### src/rtl/rv_defs.sv
// Shared RV32I constants and the fetch-queue entry type
// used by the predecode buffer and its queue.
package rv_defs;

  localparam int RV_ILEN = 32;

  localparam logic [4:0] OPC_LUI   = 5'b01101;
  localparam logic [4:0] OPC_AUIPC = 5'b00101;
  localparam logic [4:0] OPC_JAL   = 5'b11011;
  localparam logic [4:0] OPC_JALR  = 5'b11001;

  localparam logic [2:0] FUNC_ADD = 3'b000;

  typedef struct packed {
    logic [RV_ILEN-1:0] ir;
    logic [RV_ILEN-1:0] pc;
  } fq_entry_t;

endpackage

### src/rtl/rv_predecode_fifo.sv
// Circular instruction queue: storage, pointers and occupancy,
// exposing the head entry and the instruction behind it.
module rv_predecode_fifo
  import rv_defs::*;
#(
  parameter int DEPTH = 2
) (
  input  logic                     clk_i,
  input  logic                     rst_i,
  input  logic                     push_i,
  input  logic                     pop_i,
  input  logic                     kill_i,
  input  fq_entry_t                din_i,
  output fq_entry_t                head_o,
  output logic [RV_ILEN-1:0]       next_ir_o,
  output logic [$clog2(DEPTH):0]   count_o
);

  localparam int AW = $clog2(DEPTH);
  localparam int CW = AW + 1;
  localparam logic [CW-1:0] FULL = CW'(DEPTH);

  logic [AW-1:0] rd_q, wr_q, rd_nx;
  logic [CW-1:0] count_q;
  fq_entry_t     mem_q [DEPTH];

  always_ff @(posedge clk_i or posedge rst_i) begin
    if (rst_i) begin
      rd_q    <= '0;
      wr_q    <= '0;
      count_q <= '0;
      for (int i = 0; i < DEPTH; i++) mem_q[i] <= '0;
    end else if (kill_i) begin
      rd_q    <= '0;
      wr_q    <= '0;
      count_q <= '0;
    end else begin
      if (push_i) begin
        mem_q[wr_q] <= din_i;
        wr_q        <= wr_q + AW'(1);
      end
      if (pop_i) rd_q <= rd_q + AW'(1);
      if (push_i && !pop_i) count_q <= count_q + CW'(1);
      else if (pop_i && !push_i) count_q <= count_q - CW'(1);
    end
  end

  // Power-of-two depth lets the pointer wrap by overflow.
  assign rd_nx     = rd_q + AW'(1);
  assign head_o    = mem_q[rd_q];
  assign next_ir_o = mem_q[rd_nx].ir;
  assign count_o   = count_q;

  a_no_overflow: assert property (
    @(posedge clk_i) disable iff (rst_i) count_q <= FULL);
  a_no_underflow: assert property (
    @(posedge clk_i) disable iff (rst_i)
    !(pop_i && !kill_i && count_q == '0));
  a_no_push_full: assert property (
    @(posedge clk_i) disable iff (rst_i)
    !(push_i && !kill_i && !pop_i && count_q == FULL));

endmodule

### src/rtl/rv_predecode_buf.sv
// Fetch-to-execute buffer presenting the head instruction predecoded,
// with one-cycle-lookahead regfile read addresses.
module rv_predecode_buf
  import rv_defs::*;
#(
  parameter int DEPTH     = 2,
  parameter int ALU_REUSE = 1
) (
  input  logic        clk_i,
  input  logic        rst_i,
  input  logic        f_valid_i,
  output logic        f_ready_o,
  input  logic [31:0] f_ir_i,
  input  logic [31:0] f_pc_i,
  input  logic        x_kill_i,
  output logic        x_valid_o,
  input  logic        x_ready_i,
  output logic [31:0] x_pc_o,
  output logic [31:0] x_ir_o,
  output logic [4:0]  rf_rs1_o,
  output logic [4:0]  rf_rs2_o,
  output logic [4:0]  x_rs1_o,
  output logic [4:0]  x_rs2_o,
  output logic [4:0]  x_rd_o,
  output logic [4:0]  x_opcode_o,
  output logic [4:0]  x_shamt_o,
  output logic [2:0]  x_fun_o,
  output logic        x_shifter_sign_o,
  output logic        x_illegal_o,
  output logic [31:0] x_imm_i_o,
  output logic [31:0] x_imm_s_o,
  output logic [31:0] x_imm_b_o,
  output logic [31:0] x_imm_u_o,
  output logic [31:0] x_imm_j_o
);

  localparam int CW = $clog2(DEPTH) + 1;
  localparam logic [CW-1:0] FULL = CW'(DEPTH);

  fq_entry_t           din, head;
  logic [RV_ILEN-1:0]  next_ir, ir;
  logic [CW-1:0]       count;
  logic                push, pop;

  assign f_ready_o = (count != FULL);
  assign x_valid_o = (count != '0);
  assign push = f_valid_i & f_ready_o & ~x_kill_i;
  assign pop  = x_valid_o & x_ready_i & ~x_kill_i;
  assign din  = '{ir: f_ir_i, pc: f_pc_i};

  rv_predecode_fifo #(.DEPTH(DEPTH)) u_fifo (
    .clk_i     (clk_i),
    .rst_i     (rst_i),
    .push_i    (push),
    .pop_i     (pop),
    .kill_i    (x_kill_i),
    .din_i     (din),
    .head_o    (head),
    .next_ir_o (next_ir),
    .count_o   (count)
  );

  assign ir     = head.ir;
  assign x_ir_o = ir;
  assign x_pc_o = head.pc;

  assign x_rs1_o          = ir[19:15];
  assign x_rs2_o          = ir[24:20];
  assign x_rd_o           = ir[11:7];
  assign x_opcode_o       = ir[6:2];
  assign x_shamt_o        = ir[24:20];
  assign x_shifter_sign_o = ir[30];
  assign x_illegal_o      = (ir[1:0] != 2'b11);

  assign x_imm_i_o = {{21{ir[31]}}, ir[30:20]};
  assign x_imm_s_o = {{21{ir[31]}}, ir[30:25], ir[11:7]};
  assign x_imm_b_o = {{20{ir[31]}}, ir[7], ir[30:25],
                      ir[11:8], 1'b0};
  assign x_imm_u_o = {ir[31:12], 12'h0};
  assign x_imm_j_o = {{12{ir[31]}}, ir[19:12], ir[20],
                      ir[30:21], 1'b0};

  // Jumps and upper-immediates reuse the adder for target/result.
  always_comb begin
    x_fun_o = ir[14:12];
    if (ALU_REUSE != 0) begin
      unique case (ir[6:2])
        OPC_JAL, OPC_JALR, OPC_LUI, OPC_AUIPC: x_fun_o = FUNC_ADD;
        default: ;
      endcase
    end
  end

  always_comb begin
    rf_rs1_o = ir[19:15];
    rf_rs2_o = ir[24:20];
    if (x_kill_i || count == '0 || (pop && count == CW'(1))) begin
      rf_rs1_o = f_ir_i[19:15];
      rf_rs2_o = f_ir_i[24:20];
    end else if (pop) begin
      rf_rs1_o = next_ir[19:15];
      rf_rs2_o = next_ir[24:20];
    end
  end

endmodule
### config.mk
export PLATFORM = sky130hd
export DESIGN_NAME = rv_predecode_buf
export DESIGN_NICKNAME = d
export VERILOG_FILES = /design/src/rtl/rv_defs.sv /design/src/rtl/rv_predecode_fifo.sv /design/src/rtl/rv_predecode_buf.sv
export SDC_FILE = /design/constraint.sdc
export NUM_CORES = 1
export LEC_CHECK = 0
export BUFFER_PORTS_ARGS = -buffer_cell sky130_fd_sc_hd__buf_2
export CORE_MARGIN = 1
export CORE_UTILIZATION = 51
export CTS_BUF_LIST = sky130_fd_sc_hd__clkbuf_2
export CTS_CLUSTER_DIAMETER = 40
export DETAILED_ROUTE_END_ITERATION = 12
export GPL_ROUTABILITY_DRIVEN = 1
export GPL_TIMING_DRIVEN = 0
export PLACE_DENSITY = 0.89
export SYNTH_ARGS = -nofsm -noshare
export SYNTH_HDL_FRONTEND = slang
export SYNTH_HIERARCHICAL = 1
export SYNTH_SLANG_ARGS = --single-unit
### constraint.sdc
create_clock -name clk_i -period 5.5 [get_ports clk_i]
set_input_delay 0.55 -clock clk_i [delete_from_list [all_inputs] [get_ports clk_i]]
set_output_delay 0.55 -clock clk_i [all_outputs]
set_load 0.01 [all_outputs]
## Yosys cells after proc, flatten, opt, wreduce, memory -nomap -nowiden

Index checks and enable logic that the tools add are counted.
Widths: inputs -> output; s select.

- Register bits: 132
- Latch bits: 0
- RAM bits: 0
- ROM bits: 0
- Output and inout port bits: 266
- Logic and storage cells: 66
- Memories kept: 0

- Add/sub/neg operators: 4
- Multiply operators: 0
- Div/mod/pow operators: 0
- Magnitude comparators: 4
- Eq/ne operators: 7
- Shifts and indexed selects: 0
- Mux-type cells: 21
- Bitwise gates (word level): 8
- Reductions and logical operators: 15

Operator list:

| cell | number |
|---|---|
| $mux 64 | 4 |
| $mux 57 | 3 |
| $bwmux 128 | 1 |
| $demux 64 s1 | 1 |
| $mux 5 | 4 |
| $eq 5x5->1 const B | 2 |
| $ge 2x2->1 const B | 3 |
| $mux 2 | 3 |
| $not 1->2 | 3 |
| $reduce_bool 2->1 | 3 |
| $eq 5x3->1 const B | 1 |
| $eq 5x4->1 const B | 1 |
| $and 1x1->1 | 4 |
| $logic_and 1x1->1 | 4 |
| $mux 1 | 4 |
| $ne 2x2->1 const B | 2 |
| $reduce_or 4->1 | 1 |
| $mux 3 | 1 |
| $reduce_bool 3->1 | 1 |
| $add 1x1->1 const B | 2 |
| $add 2x1->2 const B | 1 |
| $eq 2x1->1 const B | 1 |
| $logic_not 1->1 | 2 |
| $logic_not 2->1 | 1 |
| 5 further kinds | 6 |

## Longest topological paths before layout

Gate-level depths: netlist of the first run.

- Word-level depth: 8
- Gate-level depth with buffers: 7
- Mapped depth without buffers: 5

## By module

The synthesis of the first run kept the hierarchy.

By module, submodules not included:

| module | instances | cells each | area an instance (µm²) | sequential area each (µm²) |
|---|---|---|---|---|
| rv_predecode_fifo | 1 | 396 | 6417.4 | 3303.2 |
| rv_predecode_buf | 1 | 249 | 1890.6 | 0.0 |

## Least setup slack after synthesis of the first run

No wires, ideal clock.

- Kind: register -> output
- Start point: reg u_fifo.rd_q
- End point: out x_imm_b_o[13]
- Arrival: 1814 ps
- Required time: 4950 ps
- Slack: 3136 ps
- Stages on the path, launching flop included: 5
- Buffers on the path: 3
- Path through: dfrtp_1 -> buf_2 -> buf_2 -> mux2_2 -> buf_4

- Longest elaborated chain between the ends: 4

Ends and longest elaborated chain:

| element | RTL line | source |
|---|---|---|
| start: declaration | rv_predecode_fifo.sv:23 | `logic [AW-1:0] rd_q, wr_q, rd_nx;` |
| start signal: assignment | rv_predecode_fifo.sv:42 | `if (pop_i) rd_q <= rd_q + AW'(1);` |
| $not 1->2 (not written as such) | rv_predecode_fifo.sv:50 | `assign head_o = mem_q[rd_q];` |
| $mux 64 (not written as such) (3 in a row) | rv_predecode_fifo.sv:50 |  |
| end: declaration | rv_predecode_buf.sv:32 | `output logic [31:0] x_imm_b_o,` |

Every way passes these cells. The select of a mux whose other input is x is not followed.

## Worst setup path after layout of the first run

- Start point: reg u_fifo.rd_q
- End point: out x_imm_s_o[26]

- Longest elaborated chain between the ends: 4

Ends and longest elaborated chain:

| element | RTL line | source |
|---|---|---|
| $not 1->2 (not written as such) | rv_predecode_fifo.sv:50 |  |
| $mux 64 (not written as such) (3 in a row) | rv_predecode_fifo.sv:50 |  |
| end: declaration | rv_predecode_buf.sv:31 | `output logic [31:0] x_imm_s_o,` |

Every way passes these cells. The select of a mux whose other input is x is not followed.

==> run metrics, run 1 <==
period utilisation layout=63.4%; most used cell, CP=buf_2; Detail Route Antenna Nets=0; layout cell share with drive strength beyond 1=79.3%; CP max FO=76; clock sinks=132; PD cells=423 nW/um^2; GP Congestion=0.784; die area=16,300 um^2; post-DR vias/cell=4.61; worst slew pin tran=1260 ps; global-route wire length before repair=28.4 mm; setup violators final=0; DRC violations left=0; maximum VDD drop=0.230 mV; Crit Path Category=reg -> out; core footprint=15,300 um^2; Max-cap violations=0; R2R Path End=u_fifo/mem_q[108]; P&R area growth vs syn=28.2%; CP Capture Type=output port; Post-Syn Instances=623; fin cells=1,213; unrepaired setup endpoints after global routing=false; Max H-tree Level=4; final-layout fill cell count=1,168; Via Count=5,596; delay of the slowest critical-path stage=1090 ps; global route overflow=0; CTS Buffer Depth=2; min-delay worst type=in -> reg; Initial Util=52.6%; post_cts resized=0; Die Ht=128 um; last element of the critical path=x_imm_s_o[26]; Reg area=3300 um^2; vias in the first global route=5,309; Final Hold Fails=0; worst-path cell chain=buf_2 > buf_2 > mux2_2 > buf_4 > buf_2; M2 GR Usage=40.6%; Reg2Reg Depth=6; IO Pins=335; Hold Startpoint=f_pc_i[20]; fin. max-slew vios=0; Pleak=5.48 nW; routing usage on met1=26.9%; IO buf count=320; dpl cells=1,168; Highest Clock Rate=0.287 GHz; Core Util, Final=67.5%; reg-to-reg setup timing slack=3480 ps; critical path required time=4950 ps; # rows=45; Post-Syn Area per Cell=12.9 um^2; startpoint types=flop; Horiz. Die Dim=128 um; Crit. Startpoint=u_fifo/rd_q; Tmin final=3490 ps; total track usage=22.8%; yosys warns=6; initial DRC count=182; WL/cell=15.4 um; Crit path arrival time=2940 ps; Pwr Total=4.38 mW; final wirelength=18.7 mm; Worst-path clk slew=200 ps; cts bufs inserted=17; Rel. slew slack=16.3%; clk_lat worst skew=670 ps; CTS tree=done; Reg-to-Reg Start=u_fifo/count_o[0]; Detailed Place HPWL=13.9 mm; worst slack, placed=2690 ps; GRT busiest layer=met2; critical path's slowest cell=mux2_2; area occupied by multi-input gates=3050 um^2; Final WS setup=2010 ps; root buf cell=clkbuf_2; drt first pass iters=6; largest net degree at the start of global routing=87; fin nets=1,057; final setup skew=22.7 ps; outcome=complete, no violations; Mapped Area=8060 um^2; initial antenna violation count=2; GR Layer Usage met3=5.38%
-- placed cells by master, fill, tap and decap left out, types with 2 or more instances in the layout --
cell and count:
clkbuf_2 17, dlygate4sd3_1 12, nor3b_1 3, clkinv_1 3, diode_2 2, buf_4 189, a21oi_2 9, conb_1 14
dfrtp_1 132, buf_2 333, mux2_4 60, inv_6 3, xnor2_1 3, o22ai_2 10, buf_6 9, inv_1 12
and2_1 4, clkinv_4 2, mux2_2 142, clkinv_2 3, nor2_1 3, clkinvlp_4 3, o221ai_1 9, buf_12 6
-- what timing repair did --
action | CTS | global route
buffers inserted | 0 | 0
endpoints found under the setup margin | 0 | 0
hold endpoints to repair | 46 | 13
hold buffers | 1 | 11
-- per-layer routing --
| metal | routed length, um | part of all wire, % | up-vias |
|---|---|---|---|
| met4 | 323 | 1.7 | 0 |
| li1 | - | - | 2666 |
| met1 | 7620 | 41 | 2705 |
| met5 | 0 | 0 | - |
| met3 | 1010 | 5.4 | 27 |
| met2 | 9760 | 52 | 198 |
-- where the power goes --
part	total, mW	switching [mW]	internal [mW]
clock network	0.519	0.362	0.157
registers	1.43	0.163	1.26
logic	2.43	1.02	1.41
-- state kept, by name (all words and copies together), names as in the netlist --
signal	count
u_fifo/wr_q	1
u_fifo/rd_q	1
u_fifo/mem_q	128
u_fifo/count_o	2
-- worst min-delay path by stage --
| stage | endpoint | cells past startpoint | slack (ps) |
|---|---|---|---|
| final | u_fifo/mem_q[84] | 2 | 100 |
| after global routing | u_fifo/mem_q[96] | 2 | 0.2 |
| after global placement | u_fifo/mem_q[61] | 1 | 480 |
| after detailed placement | u_fifo/mem_q[60] | 1 | 490 |
| after CTS | u_fifo/mem_q[84] | 2 | 9 |
| after floorplan | u_fifo/mem_q[0] | 1 | 470 |
-- layout make-up --
class | instances | area share [%]
inverters | 13 | 0.521
flip-flops and latches | 132 | 32.0
clock inverters | 14 | 1.10
repair buffers | 333 | 16.9
plain buffers | 217 | 16.5
well taps | 211 | 2.56
diodes | 2 | 0.0484
multi-input cells | 274 | 29.5
clock buffers | 17 | 0.824
-- through the flow --
stage,hold slack (ps),setup TNS (ps),cell area (um^2)
floorplan,474,0,8110
global placement,480,-9030,9970
detailed placement,487,0,10000
CTS,8.81,0,10200
global route,0.209,0,10300
finish,100,0,10300
-- worst max-delay path: cells and delay by family, from the launching register on --
kind / cells / cell delay [ps]
DFF: 1 / 390
buffers and inverters: 4 / 770
muxes: 1 / 1090
Note: power is estimated with default switching activity, not from simulation.
==> inputs of run 2 (changes only) <==
- ABC_AREA: default -> 1
- CORE_UTILIZATION: 51 -> 46
- PLACE_DENSITY: 0.89 -> 0.84
- clock period: 5.5 -> 2.98 ns (I/O delays scaled with it)
==> run 2 against run 1 <==
  * Non-clock buffer count up 75
  * First-iteration DRC count up 110%
  * Die area up 12%
  * Sequential power up 73%
  * Via count up 31%
  * Sequential share of layout area down 2.4 points
  * Sequential cell count unchanged
  * Cell count up 34%
  * Clock skew down 2.8 ps
  * Clock power up 110%
  * Critical path depth up 4
  * Worst setup slack worse by 2000 ps
==> run metrics, run 2 <==
outcome=complete, no violations; setup violators final=0; initial antenna violation count=0; M2 GR Usage=43.7%; fin cells=1,621; worst slew pin tran=684 ps; Crit path arrival time=2630 ps; CP Capture Type=output port; die area=18,300 um^2; GRT busiest layer=met2; Detail Route Antenna Nets=0; yosys warns=6; Worst-path clk slew=190 ps; global-route wire length before repair=33.7 mm; Largest Register=u_fifo/mem_q; root buf cell=clkbuf_2; CTS tree=done; final setup TNS=0 ps; initial DRC count=387; IO buf count=320; final wirelength=21.9 mm; DRC violations left=0; power share of the clock group=14.8%; fin. max-slew vios=0; most frequent cells in the layout=331 x buf_2, 206 x nand2_1, 192 x buf_4; worst slack, placed=594 ps; PD cells=646 nW/um^2; Pleak=6.44 nW; fin nets=1,452; Max H-tree Level=4; Core Util, Final=64.4%; maximum VDD drop=0.339 mV; global route overflow=0; period utilisation layout=98.4%; startpoint types=flop; Max-cap violations=0; Pwr Total=7.22 mW; Final Hold Fails=0; combinational share of power=51.0%; cts bufs inserted=17; Sw Pwr=2.72 mW; clock sinks=132; Horiz. Die Dim=135 um; Post-Syn Area per Cell=8.55 um^2; Highest Clock Rate=0.341 GHz; min-delay worst type=in -> async; Die Ht=135 um; GP Congestion=0.801; drt first pass iters=7; P_int=4.50 mW; Largest register FFs=128; Detailed Place HPWL=15.4 mm; total track usage=23.6%; # diodes=0; Via Count=7,316; WL/cell=13.5 um; layout cell share with drive strength beyond 1=52.9%; post-DR vias/cell=4.51; Post-Syn Instances=958; sequential power share=34.3%; core footprint=17,400 um^2; clk_lat worst skew=690 ps; Crit Path Category=reg -> out; Area after DPL=10,200 um^2; hold slack final=215 ps; dpl cells=1,520; final setup skew=19.9 ps; GR Layer Usage met3=4.45%; Tmin final=2930 ps; CP max FO=10; vias in the first global route=6,903; largest net degree at the start of global routing=51; Net Sw Frac=37.6%; # rows=48; P&R area growth vs syn=36.6%; unrepaired setup endpoints after global routing=true; Final WS setup=48.5 ps; IO Pins=335; CTS Buffer Depth=2; commonest non-fill, non-tap cell in the layout=buf_2; cell area after layout=11,200 um^2; Initial Util=47.2%; Rel. slew slack=54.3%; routing usage on met1=27.4%; critical path required time=2680 ps; Mapped Area=8190 um^2
[run 2: worst max-delay path, stage by stage, from the launching register on]
cell,delay (ps)
dfrtp_1,400
buf_2,170
buf_2,210
buf_2,250
a21oi_1,500
inv_1,80
nand2_1,90
nand3_1,70
nand2_1,60
buf_2,120
[run 2: cell type report]
type	instances	area [um^2]
clock buffers	19	95.1
clock inverters	13	135
plain buffers	233	1800
inverters	133	503
flip-flops and latches	132	3300
fillers	1470	6180
well taps	225	282
multi-input cells	474	2700
repair buffers	392	2360
[run 2: power groups by stage]
stage	clock (mW)	sequential (mW)	combinational [mW]
6_report	1.07	2.47	3.68
5_1_grt	1.18	2.52	4.02
4_1_cts	1.10	2.47	3.66
3_5_place_dp	0	2.50	3.56
3_3_place_gp	0	2.47	3.46
2_1_floorplan	0	2.44	2.46
[run 2: path summary, 6_finish.rpt]
kind / endpoint / cells past startpoint / from / slack (ps)
max in group asynchronous: u_fifo/mem_q[51] / 5 / rst_i / 1930
min in group clk_i: u_fifo/rd_q / 7 / x_ready_i / 270
min: u_fifo/mem_q[89] / 3 / rst_i / 210
max reg2reg: u_fifo/mem_q[72] / 10 / u_fifo/count_o[1] / 1200
min reg2reg: u_fifo/mem_q[26] / 2 / u_fifo/mem_q[26] / 500
max: rf_rs2_o[3] / 9 / u_fifo/rd_q / 50
[run 2: per-layer routing]
metal,vias to the layer above,share of wire [%]
li1,3624,-
met1,3417,39
met2,253,54
met3,22,6.1
met4,0,1.0
met5,-,0
[run 2: what timing repair did]
action | in CTS | in global routing
gates resized for setup | 4 | 14
gates cloned | 1 | 0
setup endpoints to repair | 62 | 51
hold endpoints to repair | 160 | 0
pin swaps | 1 | 2
hold buffers | 67 | 0
setup buffers | 1 | 0
==> inputs of run 3 (changes only) <==
- CORE_ASPECT_RATIO: default -> 0.8
- GPL_ROUTABILITY_DRIVEN: 1 -> 0
==> run 3 against run 2 <==
  * Utilization down 0.14 points
  * Non-clock buffer count unchanged
  * Clock power about the same
  * Total power about the same
  * Die area about the same
  * Worst setup slack better by 9.5 ps
  * Worst hold slack worse by 110 ps
  * Maximum frequency up 0.33%
  * Cell count about the same
  * Sequential cell count unchanged
  * Sequential share of layout area about the same
  * Critical path type unchanged
  * Critical endpoint is now rf_rs2_o[1]
  * Largest cell class unchanged
  * Largest power group unchanged
==> run metrics, run 3 (synthesis gave the netlist of run 2 again) <==
root buf cell=clkbuf_2; startpoint types=flop; DRC violations left=0; Die Ht=121 um; Reg2Reg Depth=10; Core Util, Final=64.3%; Highest Clock Rate=0.342 GHz; post-DR vias/cell=4.58; last element of the critical path=rf_rs2_o[1]; Crit path arrival time=2620 ps; Max H-tree Level=4; Detail Route Antenna Nets=0; clock sinks=132; critical path required time=2680 ps; Largest register FFs=128; final wirelength=22.3 mm; Horiz. Die Dim=151 um; fin. max-slew vios=0; CTS Buffer Depth=2; Net Sw Frac=37.7%; worst slew pin tran=594 ps; P&R area growth vs syn=36.4%; layout cell share with drive strength beyond 1=52.6%; initial antenna violation count=1; maximum VDD drop=0.445 mV; Crit. Startpoint=u_fifo/rd_q; Crit Path Category=reg -> out; core footprint=17,400 um^2; Final WS setup=58.0 ps; most frequent cells in the layout=331 x buf_2, 206 x nand2_1, 193 x buf_4; Worst-path clk slew=210 ps; R2R Path End=u_fifo/mem_q[33]; largest net degree at the start of global routing=51; final setup skew=32.3 ps; Via Count=7,421; global route overflow=0; final setup TNS=0 ps; initial DRC count=369; global-route wire length before repair=34.2 mm; CTS tree=done; drt first pass iters=5; P_int=4.50 mW; CP Capture Type=output port; Sw Pwr=2.72 mW; combinational share of power=50.8%; total track usage=24.2%; fin nets=1,452; period utilisation layout=98.1%; Rel. slew slack=60.4%; cts bufs inserted=17; Area after DPL=10,200 um^2; Detailed Place HPWL=15.2 mm; worst slack, placed=561 ps; # rows=43; PD cells=646 nW/um^2; vias in the first global route=6,933; min-delay worst type=in -> async; Initial Util=47.1%; power share of the clock group=14.8%; die area=18,300 um^2; clk_lat worst skew=700 ps; Largest Register=u_fifo/mem_q; Max-cap violations=0; reg-to-reg setup timing slack=1190 ps; WL/cell=13.8 um; Pleak=6.44 nW; cell area after layout=11,200 um^2; unrepaired setup endpoints after global routing=true; IO buf count=320; sequential power share=34.4%; setup violators final=0; Final Hold Fails=0; Reg-to-Reg Start=u_fifo/count_o[1]; IO Pins=335; outcome=complete, no violations; Tmin final=2920 ps; commonest non-fill, non-tap cell in the layout=buf_2; CP max FO=10
==> run 3: changes by cell type in the layout (fill, tap and decap cells not counted), sizes merged <==
cell	previous run	this run
clkbuf	25	23
diode	0	1
buf	552	553
clkinvlp	5	4
==> run 3: worst min-delay path by stage <==
stage / to / cells past startpoint
3_3_place_gp: u_fifo/mem_q[5] / 2
6_report: u_fifo/mem_q[30] / 3
5_1_grt: u_fifo/mem_q[92] / 3
2_1_floorplan: u_fifo/count_o[0] / 1
4_1_cts: u_fifo/mem_q[32] / 3
3_5_place_dp: u_fifo/mem_q[96] / 2
==> run 3: what timing repair did <==
action | CTS | global route
pin swaps | 2 | 2
cloned | 1 | 0
setup buffers | 1 | 0
resized for setup | 4 | 12
setup endpoints to repair | 79 | 48
hold buffers | 67 | 0
endpoints found under the hold margin | 225 | 0
==> run 3: power by group through the flow <==
stage,Sequential (mW),Combinational [mW],Clock [mW]
2_1_floorplan,2.44,2.46,0
6_report,2.48,3.67,1.07
3_3_place_gp,2.48,3.46,0
5_1_grt,2.54,4.03,1.18
3_5_place_dp,2.50,3.55,0
4_1_cts,2.47,3.64,1.10
==> run 3: critical path: stages, from the launching register on <==
cell     delay (ps)
dfrtp_1         400
buf_2           170
buf_2           210
buf_2           230
a21oi_1         530
inv_2            50
nand2_1          80
nand3_1          70
nand2_1          60
buf_2           120
==> run 3: layout make-up <==
type,count,area [um^2]
timing repair buffer,392,2360
buffer,233,1800
inverter,133,503
multi-input combinational,474,2690
clock buffer,18,90.1
clock inverter,12,135
tap,225,282
sequential,132,3300
fill,1417,6210
antenna,1,2.50
==> run 3: layer usage <==
metal / vias to the layer above / global-route usage (%) / part of all wire, %
met5: - / 0 / 0
met1: 3490 / 30.0 / 41
li1: 3620 / - / -
met3: 21 / 5.49 / 7.5
met4: 0 / 6.19 / 1.0
met2: 290 / 42.3 / 50
==> run 3: stage by stage <==
stage,hold WS [ps],std cells,power (mW)
2_1_floorplan,371,971,4.90
3_3_place_gp,460,1516,5.94
3_5_place_dp,302,1520,6.05
4_1_cts,18.5,1619,7.21
5_1_grt,37.2,1620,7.74
6_report,104,1620,7.22
